<file path="src/rtl/led_status_pkg.sv">
// Shared types and helpers for the status LED sequencer and its ms prescaler.
// Optional feature macro: LED_STATUS_LAMP_TEST_EN (adds the LAMP state).
package led_status_pkg;

    localparam int unsigned STATE_W = 3;
    localparam int unsigned TIMER_W = 16;

    localparam logic [STATE_W-1:0] ENC_IDLE     = 3'd0;
    localparam logic [STATE_W-1:0] ENC_ACTIVITY = 3'd1;
    localparam logic [STATE_W-1:0] ENC_BUSY     = 3'd2;
    localparam logic [STATE_W-1:0] ENC_DONE     = 3'd3;
    localparam logic [STATE_W-1:0] ENC_ERROR    = 3'd4;
    localparam logic [STATE_W-1:0] ENC_LAMP     = 3'd5;

    localparam logic [TIMER_W-1:0] TIMER_MAX = '1;

    typedef enum logic [STATE_W-1:0] {
        ST_IDLE     = ENC_IDLE,
        ST_ACTIVITY = ENC_ACTIVITY,
        ST_BUSY     = ENC_BUSY,
        ST_DONE     = ENC_DONE,
        ST_ERROR    = ENC_ERROR,
        ST_LAMP     = ENC_LAMP
    } state_e;

    // Terminal count of the ms prescaler: clocks per ms minus one.
    function automatic int unsigned presc_tc(input int unsigned clock_speed);
        return (clock_speed / 1000) - 1;
    endfunction

    // Counter width needed to hold 0..presc_tc, never less than one bit.
    function automatic int unsigned presc_width(input int unsigned clock_speed);
        int unsigned w;
        w = int'($clog2(clock_speed / 1000));
        return (w == 0) ? 1 : w;
    endfunction

endpackage

</file>
<file path="src/rtl/ms_tick_gen.sv">
// Free-running millisecond prescaler; ms_tick_c is high for the one cycle
// in which the counter wraps.
module ms_tick_gen
    import led_status_pkg::*;
#(
    parameter int unsigned CLOCK_SPEED = 25000000
) (
    input  logic clock,
    input  logic reset_n,
    output logic ms_tick_c
);

    localparam int unsigned PRESC_W  = presc_width(CLOCK_SPEED);
    localparam int unsigned PRESC_TC = presc_tc(CLOCK_SPEED);

    logic [PRESC_W-1:0] cnt_q;
    logic [PRESC_W-1:0] cnt_d;
    logic               wrap;

    // Next count: wrap to zero at the terminal count.
    always_comb begin
        wrap  = (cnt_q == PRESC_W'(PRESC_TC));
        cnt_d = wrap ? '0 : cnt_q + PRESC_W'(1);
    end

    // Prescaler register.
    always_ff @(posedge clock or negedge reset_n) begin
        if (!reset_n) begin
            cnt_q <= '0;
        end else begin
            cnt_q <= cnt_d;
        end
    end

    assign ms_tick_c = wrap;

endmodule

</file>
<file path="src/rtl/led_status_sequencer.sv">
// Turns bootloader event pulses and busy levels into exclusive LED mode
// strobes with priority, minimum display times and sticky error indication.
// Optional feature macro: LED_STATUS_LAMP_TEST_EN (lamp test after reset).
module led_status_sequencer
    import led_status_pkg::*;
#(
    parameter int unsigned CLOCK_SPEED  = 25000000,
    parameter int unsigned ACT_HOLD_MS  = 50,
    parameter int unsigned DONE_HOLD_MS = 2000,
    parameter int unsigned MIN_BUSY_MS  = 200
`ifdef LED_STATUS_LAMP_TEST_EN
    ,
    parameter int unsigned LAMP_TEST_MS = 500
`endif
) (
    input  logic               clock,
    input  logic               reset_n,
    input  logic               rx_pulse,
    input  logic               erase_busy,
    input  logic               program_busy,
    input  logic               done_pulse,
    input  logic               error_pulse,
    input  logic               error_clear,
    output logic               on,
    output logic               slow_flash,
    output logic               fast_flash,
    output logic [STATE_W-1:0] state_out
);

    state_e               state_q, state_d;
    logic [TIMER_W-1:0]   timer_q, timer_d;
    logic                 done_latch_q, done_latch_d;
    logic                 on_q, on_d;
    logic                 slow_q, slow_d;
    logic                 fast_q, fast_d;
    logic                 busy;
    logic                 restart;
    logic                 ms_tick_c;
`ifdef LED_STATUS_LAMP_TEST_EN
    logic                 lamp_pending_q, lamp_pending_d;
`endif

    ms_tick_gen #(
        .CLOCK_SPEED (CLOCK_SPEED)
    ) u_ms_tick_gen (
        .clock     (clock),
        .reset_n   (reset_n),
        .ms_tick_c (ms_tick_c)
    );

    // Next state, done latch, ms timer and decoded mode strobes.
    always_comb begin
        state_d      = state_q;
        done_latch_d = done_latch_q;
        restart      = 1'b0;
        busy         = erase_busy | program_busy;
`ifdef LED_STATUS_LAMP_TEST_EN
        lamp_pending_d = 1'b0;
`endif

        if (error_pulse) begin
            state_d      = ST_ERROR;
            done_latch_d = 1'b0;
            restart      = 1'b1;
        end else begin
            case (state_q)
                ST_IDLE: begin
                    if (busy) begin
                        state_d = ST_BUSY;
                    end else if (done_pulse) begin
                        state_d = ST_DONE;
                    end else if (rx_pulse) begin
                        state_d = ST_ACTIVITY;
                    end
`ifdef LED_STATUS_LAMP_TEST_EN
                    // First cycle out of reset runs the lamp test instead.
                    if (lamp_pending_q) begin
                        state_d = ST_LAMP;
                    end
`endif
                end
                ST_ACTIVITY: begin
                    if (busy) begin
                        state_d = ST_BUSY;
                    end else if (done_pulse) begin
                        state_d = ST_DONE;
                    end else if (rx_pulse) begin
                        restart = 1'b1;
                    end else if (timer_q == TIMER_W'(ACT_HOLD_MS)) begin
                        state_d = ST_IDLE;
                    end
                end
                ST_BUSY: begin
                    if (done_pulse) begin
                        done_latch_d = 1'b1;
                    end
                    // A done pulse on the exit cycle still shows DONE.
                    if (!busy && (timer_q >= TIMER_W'(MIN_BUSY_MS))) begin
                        state_d      = (done_latch_q || done_pulse) ? ST_DONE : ST_IDLE;
                        done_latch_d = 1'b0;
                    end
                end
                ST_DONE: begin
                    if (busy) begin
                        state_d = ST_BUSY;
                    end else if (timer_q == TIMER_W'(DONE_HOLD_MS)) begin
                        state_d = ST_IDLE;
                    end
                end
                ST_ERROR: begin
                    if (error_clear) begin
                        state_d = ST_IDLE;
                    end
                end
`ifdef LED_STATUS_LAMP_TEST_EN
                ST_LAMP: begin
                    if (timer_q == TIMER_W'(LAMP_TEST_MS)) begin
                        state_d = ST_IDLE;
                    end
                end
`endif
                default: begin
                    state_d = ST_IDLE;
                end
            endcase
        end

        if ((state_d != state_q) || restart) begin
            timer_d = '0;
        end else if (ms_tick_c && (timer_q != TIMER_MAX)) begin
            timer_d = timer_q + TIMER_W'(1);
        end else begin
            timer_d = timer_q;
        end

        on_d   = (state_d == ST_ACTIVITY) || (state_d == ST_DONE);
        slow_d = (state_d == ST_BUSY);
        fast_d = (state_d == ST_ERROR);
`ifdef LED_STATUS_LAMP_TEST_EN
        if (state_d == ST_LAMP) begin
            on_d = 1'b1;
        end
`endif
    end

    // State, timer, latch and output registers.
    always_ff @(posedge clock or negedge reset_n) begin
        if (!reset_n) begin
            state_q      <= ST_IDLE;
            timer_q      <= '0;
            done_latch_q <= 1'b0;
            on_q         <= 1'b0;
            slow_q       <= 1'b0;
            fast_q       <= 1'b0;
        end else begin
            state_q      <= state_d;
            timer_q      <= timer_d;
            done_latch_q <= done_latch_d;
            on_q         <= on_d;
            slow_q       <= slow_d;
            fast_q       <= fast_d;
        end
    end

`ifdef LED_STATUS_LAMP_TEST_EN
    // Remembers that the lamp test has not yet run since reset.
    always_ff @(posedge clock or negedge reset_n) begin
        if (!reset_n) begin
            lamp_pending_q <= 1'b1;
        end else begin
            lamp_pending_q <= lamp_pending_d;
        end
    end
`endif

    assign on         = on_q;
    assign slow_flash = slow_q;
    assign fast_flash = fast_q;
    assign state_out  = state_q;

endmodule

</file>
<file path="config.mk">
export PLATFORM = sky130hd
export DESIGN_NAME = led_status_sequencer
export DESIGN_NICKNAME = d
export VERILOG_FILES = /design/src/rtl/led_status_pkg.sv /design/src/rtl/ms_tick_gen.sv /design/src/rtl/led_status_sequencer.sv
export SDC_FILE = /design/constraint.sdc
export NUM_CORES = 1
export LEC_CHECK = 0
export BUFFER_PORTS_ARGS = -buffer_cell sky130_fd_sc_hd__buf_4
export CORE_UTILIZATION = 62
export CTS_BUF_LIST = sky130_fd_sc_hd__clkbuf_8
export DETAILED_ROUTE_END_ITERATION = 16
export PLACE_DENSITY = 0.82
export SLEW_MARGIN = 20
export SYNTH_ARGS = -nofsm -noshare
export SYNTH_HDL_FRONTEND = slang
export SYNTH_HIERARCHICAL = 1
export SYNTH_SLANG_ARGS = --single-unit
</file>
<file path="constraint.sdc">
create_clock -name clock -period 2.96 [get_ports clock]
set_input_delay 0.888 -clock clock [delete_from_list [all_inputs] [get_ports clock]]
set_output_delay 0.888 -clock clock [all_outputs]
set_load 0.01 [all_outputs]
</file>
==> run_summary.xml, run 1 <==
<?xml version="1.0" encoding="UTF-8"?>
<metrics>
  <group name="detailed_routing">
    <metric name="aggregate_routed_wire_length" unit="um">4470</metric>
    <metric name="number_of_remaining_drc_errors" unit="">0</metric>
    <metric name="drt-initial-drc-count" unit="">162</metric>
    <metric name="ant_nets" unit="">0</metric>
    <metric name="detail_routed_via_count_per_cell" unit="">6.50</metric>
    <metric name="post_drt_wl_per_cell" unit="um">16.0</metric>
    <metric name="number_of_iterations_in_the_first_detailed_routing_pass" unit="">4</metric>
    <metric name="num_vias" unit="">1814</metric>
  </group>
  <group name="floorplan">
    <metric name="placement_rows" unit="">20</metric>
    <metric name="vertical_extent_of_the_die" unit="um">60.8</metric>
    <metric name="fp.dieArea" unit="sq um">3700</metric>
    <metric name="pin_count" unit="">14</metric>
    <metric name="floorplan.initialDensity" unit="">0.675</metric>
    <metric name="fp.dieW" unit="um">60.8</metric>
    <metric name="floorplan.core_area" unit="sq um">3180</metric>
  </group>
  <group name="power_and_ir_drop">
    <metric name="portion_of_total_power_attributed_to_sequential_cells" unit="">0.568</metric>
    <metric name="leakage" unit="nW">0.969</metric>
    <metric name="power.density" unit="nW/um^2">400</metric>
    <metric name="power.share.combinational" unit="">0.078</metric>
    <metric name="ir_drop" unit="mV">0.225</metric>
    <metric name="power_switching" unit="mW">0.228</metric>
    <metric name="power_share_of_the_clock_group" unit="">0.354</metric>
    <metric name="p_int" unit="mW">0.708</metric>
    <metric name="switching_share" unit="">0.243</metric>
  </group>
  <group name="clocking">
    <metric name="ctsHoldBuffers" unit="">0</metric>
    <metric name="cts.repair_timing.setup_buffer_count" unit="">0</metric>
    <metric name="worst_skew_pair.late_latency" unit="ps">290</metric>
    <metric name="clock_tree.root_cell" unit="">clkbuf_8</metric>
    <metric name="postCtsResizedCells" unit="">0</metric>
    <metric name="path_clk_slew" unit="ps">70</metric>
    <metric name="max-clock-path-buffers" unit="">2</metric>
    <metric name="cts_tree" unit="">built</metric>
    <metric name="htreeDepth" unit="">2</metric>
    <metric name="numCtsBuffers" unit="">5</metric>
    <metric name="clock_sinks" unit="">38</metric>
  </group>
  <group name="cells_and_area">
    <metric name="finish.utilization" unit="">0.736</metric>
    <metric name="diodes" unit="">0</metric>
    <metric name="stdcell_area" unit="sq um">2340</metric>
    <metric name="final_cells" unit="">279</metric>
    <metric name="final_net_count" unit="">247</metric>
    <metric name="flow.area_growth_from_synthesis" unit="%">9.04</metric>
    <metric name="layout.filler_cells" unit="">243</metric>
    <metric name="share_of_layout_cells_above_drive_strength_1" unit="">0.111</metric>
  </group>
  <group name="synthesis">
    <metric name="syn-num-nets" unit="">233</metric>
    <metric name="postSynthRegisterBits" unit="">38</metric>
    <metric name="dominantRegCellSynth" unit="">dfrtp_1</metric>
    <metric name="synthesis.instances" unit="">221</metric>
    <metric name="netlist_top_cells_area" unit="">dfrtp_1 (44%), xor2_1 (5.3%), nor2_1 (4.5%)</metric>
    <metric name="synth_common_cells" unit="">dfrtp_1 (38), nor2_1 (26), nand3_1 (18), nand2_1 (13), xor2_1 (13)</metric>
    <metric name="postSynth.asyncResetShare" unit="">1.00</metric>
    <metric name="yosysSeqAreaShare" unit="">0.443</metric>
    <metric name="synth_enable_flop_cells" unit="">0</metric>
    <metric name="synth_top_area_share" unit="">0.443</metric>
    <metric name="synth.cell_area" unit="sq um">2150</metric>
    <metric name="synth_area_leader_cell" unit="">dfrtp_1</metric>
    <metric name="yosysMostFrequentCell" unit="">dfrtp_1</metric>
    <metric name="yosysUniqueCellTypes" unit="">49</metric>
    <metric name="syn_area_per_cell" unit="sq um">9.71</metric>
    <metric name="synth_warnings" unit="">6</metric>
  </group>
  <group name="worst_setup_path">
    <metric name="end_kind" unit="">register</metric>
    <metric name="critical_path_peak_fanout" unit="">8</metric>
    <metric name="arrival_worst_endpoint" unit="ps">2720</metric>
    <metric name="crit_chain" unit="">ha_1 &gt; nand3_1 &gt; nor4_4 &gt; buf_4 &gt; nand4_1 &gt; nor2_1 &gt; nand3_1 &gt; nor2_1 &gt; xnor2_1 &gt; nor2_1</metric>
    <metric name="cpPeakStageDelay" unit="ps">440</metric>
    <metric name="crit_path_frequent_cell" unit="">nor2_1</metric>
    <metric name="critPathSlowestCell" unit="">dfrtp_1</metric>
    <metric name="startpoint_type" unit="">register</metric>
    <metric name="setup.worst_path.class" unit="">reg2reg</metric>
    <metric name="worst_ep_required_time" unit="ps">3140</metric>
  </group>
  <group name="sta">
    <metric name="worst_slack" unit="ps">412</metric>
    <metric name="timing_hold_violations_final" unit="">0</metric>
    <metric name="max_freq" unit="MHz">393</metric>
    <metric name="worst_slew_pin_slew" unit="ps">492</metric>
    <metric name="maxSlewHeadroom" unit="">0.668</metric>
    <metric name="maxSlewViolCount" unit="">0</metric>
    <metric name="setup-violations-final" unit="">0</metric>
    <metric name="layout_worst_path_cycle_share" unit="">0.861</metric>
    <metric name="grt_setup_unrepaired" unit="">false</metric>
    <metric name="worst_clock_skew" unit="ps">9.91</metric>
    <metric name="finalWorstPathRequiredPeriod" unit="ps">2550</metric>
    <metric name="final.setup.tns" unit="ps">0</metric>
  </group>
  <group name="hold_path">
    <metric name="type_of_the_most_critical_hold_path" unit="">reg2reg</metric>
  </group>
  <group name="grt">
    <metric name="final_global_route_overflow_total" unit="">0</metric>
    <metric name="vias_in_the_first_global_route" unit="">1666</metric>
    <metric name="grt_start_max_net_pins" unit="">39</metric>
    <metric name="number_of_antenna_violations_at_the_first_check_in_global_routing" unit="">0</metric>
    <metric name="grt_first_pass_wirelength" unit="um">7450</metric>
    <metric name="grt_use_total" unit="">0.275</metric>
  </group>
  <group name="placed_design">
    <metric name="place_worst_setup_slack" unit="ps">202</metric>
    <metric name="place.port_buffers" unit="">13</metric>
    <metric name="place.detailed.instances" unit="">272</metric>
    <metric name="routabilityCongestion" unit="">0.906</metric>
    <metric name="placed_cell_area" unit="sq um">2260</metric>
    <metric name="dp_hpwl" unit="um">3110</metric>
  </group>
  <group name="run_status">
    <metric name="status" unit="">finished clean</metric>
  </group>
  <group name="job">
    <metric name="timing.max_cap.violations" unit="">0</metric>
  </group>
</metrics>
==> stage by stage <==
stage / hold slack (ps) / power (mW)
finish: 523 / 0.936
global route: 544 / 0.962
CTS: 522 / 0.939
detailed placement: 510 / 0.614
global placement: 505 / 0.612
floorplan: 478 / 0.581
==> state kept, by name (all words and copies together), names as in the netlist <==
register,flops
done_latch_q,1
fast_flash,1
on,1
slow_flash,1
state_out,3
timer_q,16
u_ms_tick_gen/cnt_q,15
==> worst paths after layout <==
| path | slack, ps | cells after the start | startpoint | end |
|---|---|---|---|---|
| max | 410 | 10 | u_ms_tick_gen/cnt_q[0] | timer_q[14] |
| min | 520 | 1 | u_ms_tick_gen/cnt_q[11] | u_ms_tick_gen/cnt_q[11] |
| max reg2reg | 410 | 10 | u_ms_tick_gen/cnt_q[0] | timer_q[14] |
| min reg2reg | 520 | 1 | u_ms_tick_gen/cnt_q[11] | u_ms_tick_gen/cnt_q[11] |
| max in group asynchronous | 2070 | 1 | reset_n | u_ms_tick_gen/cnt_q[2] |
| min in group asynchronous | 550 | 1 | reset_n | u_ms_tick_gen/cnt_q[14] |
==> critical path: cells and delay by family (launching register included) <==
family,cells,cell delay [ps]
flops,1,440
buf+inv,1,210
fa+ha+maj,1,360
simple gates,7,1290
xor+xnor,1,130
==> power by group through the flow <==
stage | sequential (mW) | clock [mW] | combinational (mW)
floorplan | 0.541 | 0 | 0.0402
global placement | 0.542 | 0 | 0.0699
detailed placement | 0.542 | 0 | 0.0725
CTS | 0.532 | 0.334 | 0.0733
global route | 0.533 | 0.347 | 0.0817
finish | 0.532 | 0.331 | 0.0727
==> routing by layer <==
layer / part of all wire / vias up / global-route usage
li1: - / 861 / -
met1: 0.45 / 884 / 0.371
met2: 0.49 / 61 / 0.429
met3: 0.054 / 8 / 0.0533
met4: 0.0096 / 0 / 0.127
met5: 0 / - / 0
==> cells by family after synthesis <==
group / count (synthesis) / synth area share
buffers and inverters: 12 / 0.0286
DFF: 38 / 0.443
adders and majority gates: 4 / 0.0233
xor gates and xnor gates: 18 / 0.0735
muxes: 1 / 0.00466
and+or+nand+nor: 110 / 0.301
AOI/OAI and AO/OA: 38 / 0.126
==> cell type report <==
cell class              count  area, sq um  area share
multi-input cells         171         1130       0.484
flip-flops and latches     38          951       0.406
repair buffers             14          105      0.0449
clock buffers               5         68.8      0.0294
well taps                  44         55.1      0.0235
inverters                   5         18.8     0.00802
clock inverters             2         7.51     0.00321
==> cell usage in the layout (no fill, tap or decap), drive strengths merged, types with 3 or more instances in the layout <==
master,netlist,layout
a21oi,7,7
and3,5,5
and4,6,6
buf,2,14
clkbuf,5,5
dfrtp,38,38
ha,4,4
inv,5,7
nand2,13,13
nand3,19,19
nand4,7,7
nor2,26,26
nor3,7,7
nor4,12,12
o211ai,3,3
o21ai,8,8
or3,3,3
or4b,3,3
xnor2,5,5
xor2,13,13
(Power assumes the default switching activity.)
==> run 2, diff against run 1 <==
--- a/config.mk
+++ b/config.mk
@@ -5,10 +5,10 @@
 export SDC_FILE = /design/constraint.sdc
 export NUM_CORES = 1
 export LEC_CHECK = 0
-export BUFFER_PORTS_ARGS = -buffer_cell sky130_fd_sc_hd__buf_4
-export CORE_UTILIZATION = 62
+export CORE_UTILIZATION = 65
 export CTS_BUF_LIST = sky130_fd_sc_hd__clkbuf_8
 export DETAILED_ROUTE_END_ITERATION = 16
+export DONT_BUFFER_PORTS = 1
 export PLACE_DENSITY = 0.82
 export SLEW_MARGIN = 20
 export SYNTH_ARGS = -nofsm -noshare
==> run 2 against run 1 <==
Effect of this change: sequential power up 0.8%; total power rose by 0.29%; flip-flop and latch count unchanged; clock skew fell by 4.1 ps; non-clock buffer count shrank 13; combinational power shrank 45%; register-to-register slack improved by 40 ps; clock power is 9.7% higher; cell area decreased by 3.5%; utilization fell by 0.88 points; sequential share of layout area grew 1.5 points; die area down 4.5%; critical path type unchanged; largest cell class unchanged; largest power group unchanged.
==> run_summary.xml, run 2 (synthesis results as in run 1) <==
<?xml version="1.0" encoding="UTF-8"?>
<metrics>
  <group name="run_status">
    <metric name="status" unit="">finished clean</metric>
  </group>
  <group name="grt">
    <metric name="vias_in_the_first_global_route" unit="">1689</metric>
    <metric name="final_global_route_overflow_total" unit="">0</metric>
    <metric name="grt_use_total" unit="">0.290</metric>
    <metric name="grt_first_pass_wirelength" unit="um">7490</metric>
    <metric name="number_of_antenna_violations_at_the_first_check_in_global_routing" unit="">0</metric>
    <metric name="grt_start_max_net_pins" unit="">39</metric>
  </group>
  <group name="floorplan">
    <metric name="fp.dieArea" unit="sq um">3530</metric>
    <metric name="floorplan.initialDensity" unit="">0.692</metric>
    <metric name="vertical_extent_of_the_die" unit="um">59.5</metric>
    <metric name="fp.dieW" unit="um">59.5</metric>
    <metric name="pin_count" unit="">14</metric>
    <metric name="placement_rows" unit="">20</metric>
    <metric name="floorplan.core_area" unit="sq um">3100</metric>
  </group>
  <group name="cells_and_area">
    <metric name="final_cells" unit="">267</metric>
    <metric name="final_net_count" unit="">234</metric>
    <metric name="flow.area_growth_from_synthesis" unit="%">5.19</metric>
    <metric name="mostFrequentLayoutCells" unit="">dfrtp_1 (38), nor2_1 (26), nand3_1 (18), nand2_1 (13), xor2_1 (13)</metric>
    <metric name="layout.filler_cells" unit="">243</metric>
    <metric name="finish.utilization" unit="">0.727</metric>
    <metric name="sequential_cell_area" unit="sq um">951</metric>
    <metric name="share_of_layout_cells_above_drive_strength_1" unit="">0.0673</metric>
    <metric name="largest-register" unit="">timer_q</metric>
    <metric name="leading_cell_type_in_the_layout_fill_and_taps_excluded" unit="">dfrtp_1</metric>
    <metric name="diodes" unit="">0</metric>
    <metric name="multi_input_area" unit="sq um">1130</metric>
    <metric name="largest_register_ffs" unit="">16</metric>
  </group>
  <group name="clocking">
    <metric name="ctsHoldBuffers" unit="">0</metric>
    <metric name="clock_sinks" unit="">38</metric>
    <metric name="clock_tree.root_cell" unit="">clkbuf_8</metric>
    <metric name="path_clk_slew" unit="ps">70</metric>
    <metric name="cts.repair_timing.setup_buffer_count" unit="">0</metric>
    <metric name="numCtsBuffers" unit="">5</metric>
    <metric name="cts_tree" unit="">built</metric>
    <metric name="postCtsResizedCells" unit="">0</metric>
    <metric name="worst_skew_pair.late_latency" unit="ps">300</metric>
    <metric name="max-clock-path-buffers" unit="">2</metric>
    <metric name="htreeDepth" unit="">2</metric>
  </group>
  <group name="power_and_ir_drop">
    <metric name="ir_drop" unit="mV">0.375</metric>
    <metric name="leakage" unit="nW">0.910</metric>
    <metric name="power.density" unit="nW/um^2">416</metric>
  </group>
  <group name="placed_design">
    <metric name="place.detailed.instances" unit="">259</metric>
    <metric name="dp_hpwl" unit="um">3020</metric>
    <metric name="place_worst_setup_slack" unit="ps">352</metric>
    <metric name="place.port_buffers" unit="">0</metric>
    <metric name="routabilityCongestion" unit="">0.872</metric>
  </group>
  <group name="sta">
    <metric name="grt_setup_unrepaired" unit="">false</metric>
    <metric name="layout_worst_path_cycle_share" unit="">0.847</metric>
    <metric name="maxSlewViolCount" unit="">0</metric>
    <metric name="hold_ws" unit="ps">278</metric>
    <metric name="worst_clock_skew" unit="ps">5.86</metric>
    <metric name="maxSlewHeadroom" unit="">0.654</metric>
    <metric name="timing_hold_violations_final" unit="">0</metric>
    <metric name="worst_slew_pin_slew" unit="ps">516</metric>
    <metric name="setup-violations-final" unit="">0</metric>
    <metric name="worst_slack" unit="ps">452</metric>
    <metric name="finalWorstPathRequiredPeriod" unit="ps">2510</metric>
    <metric name="max_freq" unit="MHz">399</metric>
    <metric name="final.setup.tns" unit="ps">0</metric>
  </group>
  <group name="worst_setup_path">
    <metric name="cp_num_cells" unit="">10</metric>
    <metric name="cpPeakStageDelay" unit="ps">440</metric>
    <metric name="crit_start" unit="">u_ms_tick_gen/cnt_q[0]</metric>
    <metric name="r2r_setup_slack" unit="ps">450</metric>
    <metric name="crit_path_frequent_cell" unit="">nor2_1</metric>
    <metric name="arrival_worst_endpoint" unit="ps">2690</metric>
    <metric name="end_kind" unit="">register</metric>
    <metric name="ff2ff_path_depth" unit="">10</metric>
    <metric name="critPathSlowestCell" unit="">dfrtp_1</metric>
    <metric name="crit_chain" unit="">ha_1 &gt; nand3_1 &gt; nor4_4 &gt; buf_4 &gt; nand4_1 &gt; nor2_1 &gt; nand3_1 &gt; nor2_1 &gt; xnor2_1 &gt; nor2_1</metric>
    <metric name="r2r-end" unit="">timer_q[14]</metric>
    <metric name="cp.buffers_inverters" unit="">1</metric>
    <metric name="worst_ep_required_time" unit="ps">3140</metric>
    <metric name="worstSetupEndpoint" unit="">timer_q[14]</metric>
    <metric name="critical_path_peak_fanout" unit="">8</metric>
    <metric name="critical-path-top-delay-family" unit="">simple AND/OR/NAND/NOR gates</metric>
    <metric name="crit-reg2reg-launch" unit="">u_ms_tick_gen/cnt_q[0]</metric>
    <metric name="setup.worst_path.class" unit="">reg2reg</metric>
    <metric name="startpoint_type" unit="">register</metric>
  </group>
  <group name="detailed_routing">
    <metric name="number_of_iterations_in_the_first_detailed_routing_pass" unit="">4</metric>
    <metric name="number_of_remaining_drc_errors" unit="">0</metric>
    <metric name="num_vias" unit="">1768</metric>
    <metric name="ant_nets" unit="">0</metric>
    <metric name="post_drt_wl_per_cell" unit="um">16.4</metric>
    <metric name="drt-initial-drc-count" unit="">221</metric>
    <metric name="aggregate_routed_wire_length" unit="um">4380</metric>
    <metric name="detail_routed_via_count_per_cell" unit="">6.62</metric>
  </group>
  <group name="hold_path">
    <metric name="type_of_the_most_critical_hold_path" unit="">in2async</metric>
  </group>
  <group name="job">
    <metric name="timing.max_cap.violations" unit="">0</metric>
  </group>
</metrics>
run 2: changes by cell type in the layout (fill, tap and decap cells not counted), sizes merged:
cell	before	now
buf	14	1
clkbuf	5	6
clkinv	0	1
inv	7	6
run 2: worst min-delay path by stage:
| stage | slack, ps | end |
|---|---|---|
| after global routing | 260 | u_ms_tick_gen/cnt_q[6] |
| after global placement | 500 | u_ms_tick_gen/cnt_q[11] |
| after floorplan | 480 | u_ms_tick_gen/cnt_q[11] |
| after detailed placement | 510 | u_ms_tick_gen/cnt_q[11] |
| after CTS | 270 | u_ms_tick_gen/cnt_q[13] |
| final | 280 | u_ms_tick_gen/cnt_q[14] |
run 2: layer usage:
layer	GRT usage	share of wire	wire length, um
met5	0	0	0
met3	0.0895	0.061	269
met2	0.437	0.47	2080
met4	0.156	0.025	110
met1	0.373	0.44	1920
run 2: layout make-up:
class,count,share of cell area
clock buffer,6,0.0366
multi-input combinational,171,0.502
sequential,38,0.421
clock inverter,2,0.00388
timing repair buffer,1,0.00333
tap,44,0.0244
inverter,5,0.00831
run 2: power by group:
| group | internal [mW] | switching (mW) |
|---|---|---|
| logic | 0.0161 | 0.0238 |
| clock network | 0.184 | 0.179 |
| registers | 0.525 | 0.0109 |
run 2: through the flow:
step / area [sq um] / power, mW
floorplan: 2150 / 0.581
global placement: 2170 / 0.584
detailed placement: 2170 / 0.584
CTS: 2260 / 0.948
global route: 2260 / 0.975
finish: 2260 / 0.939
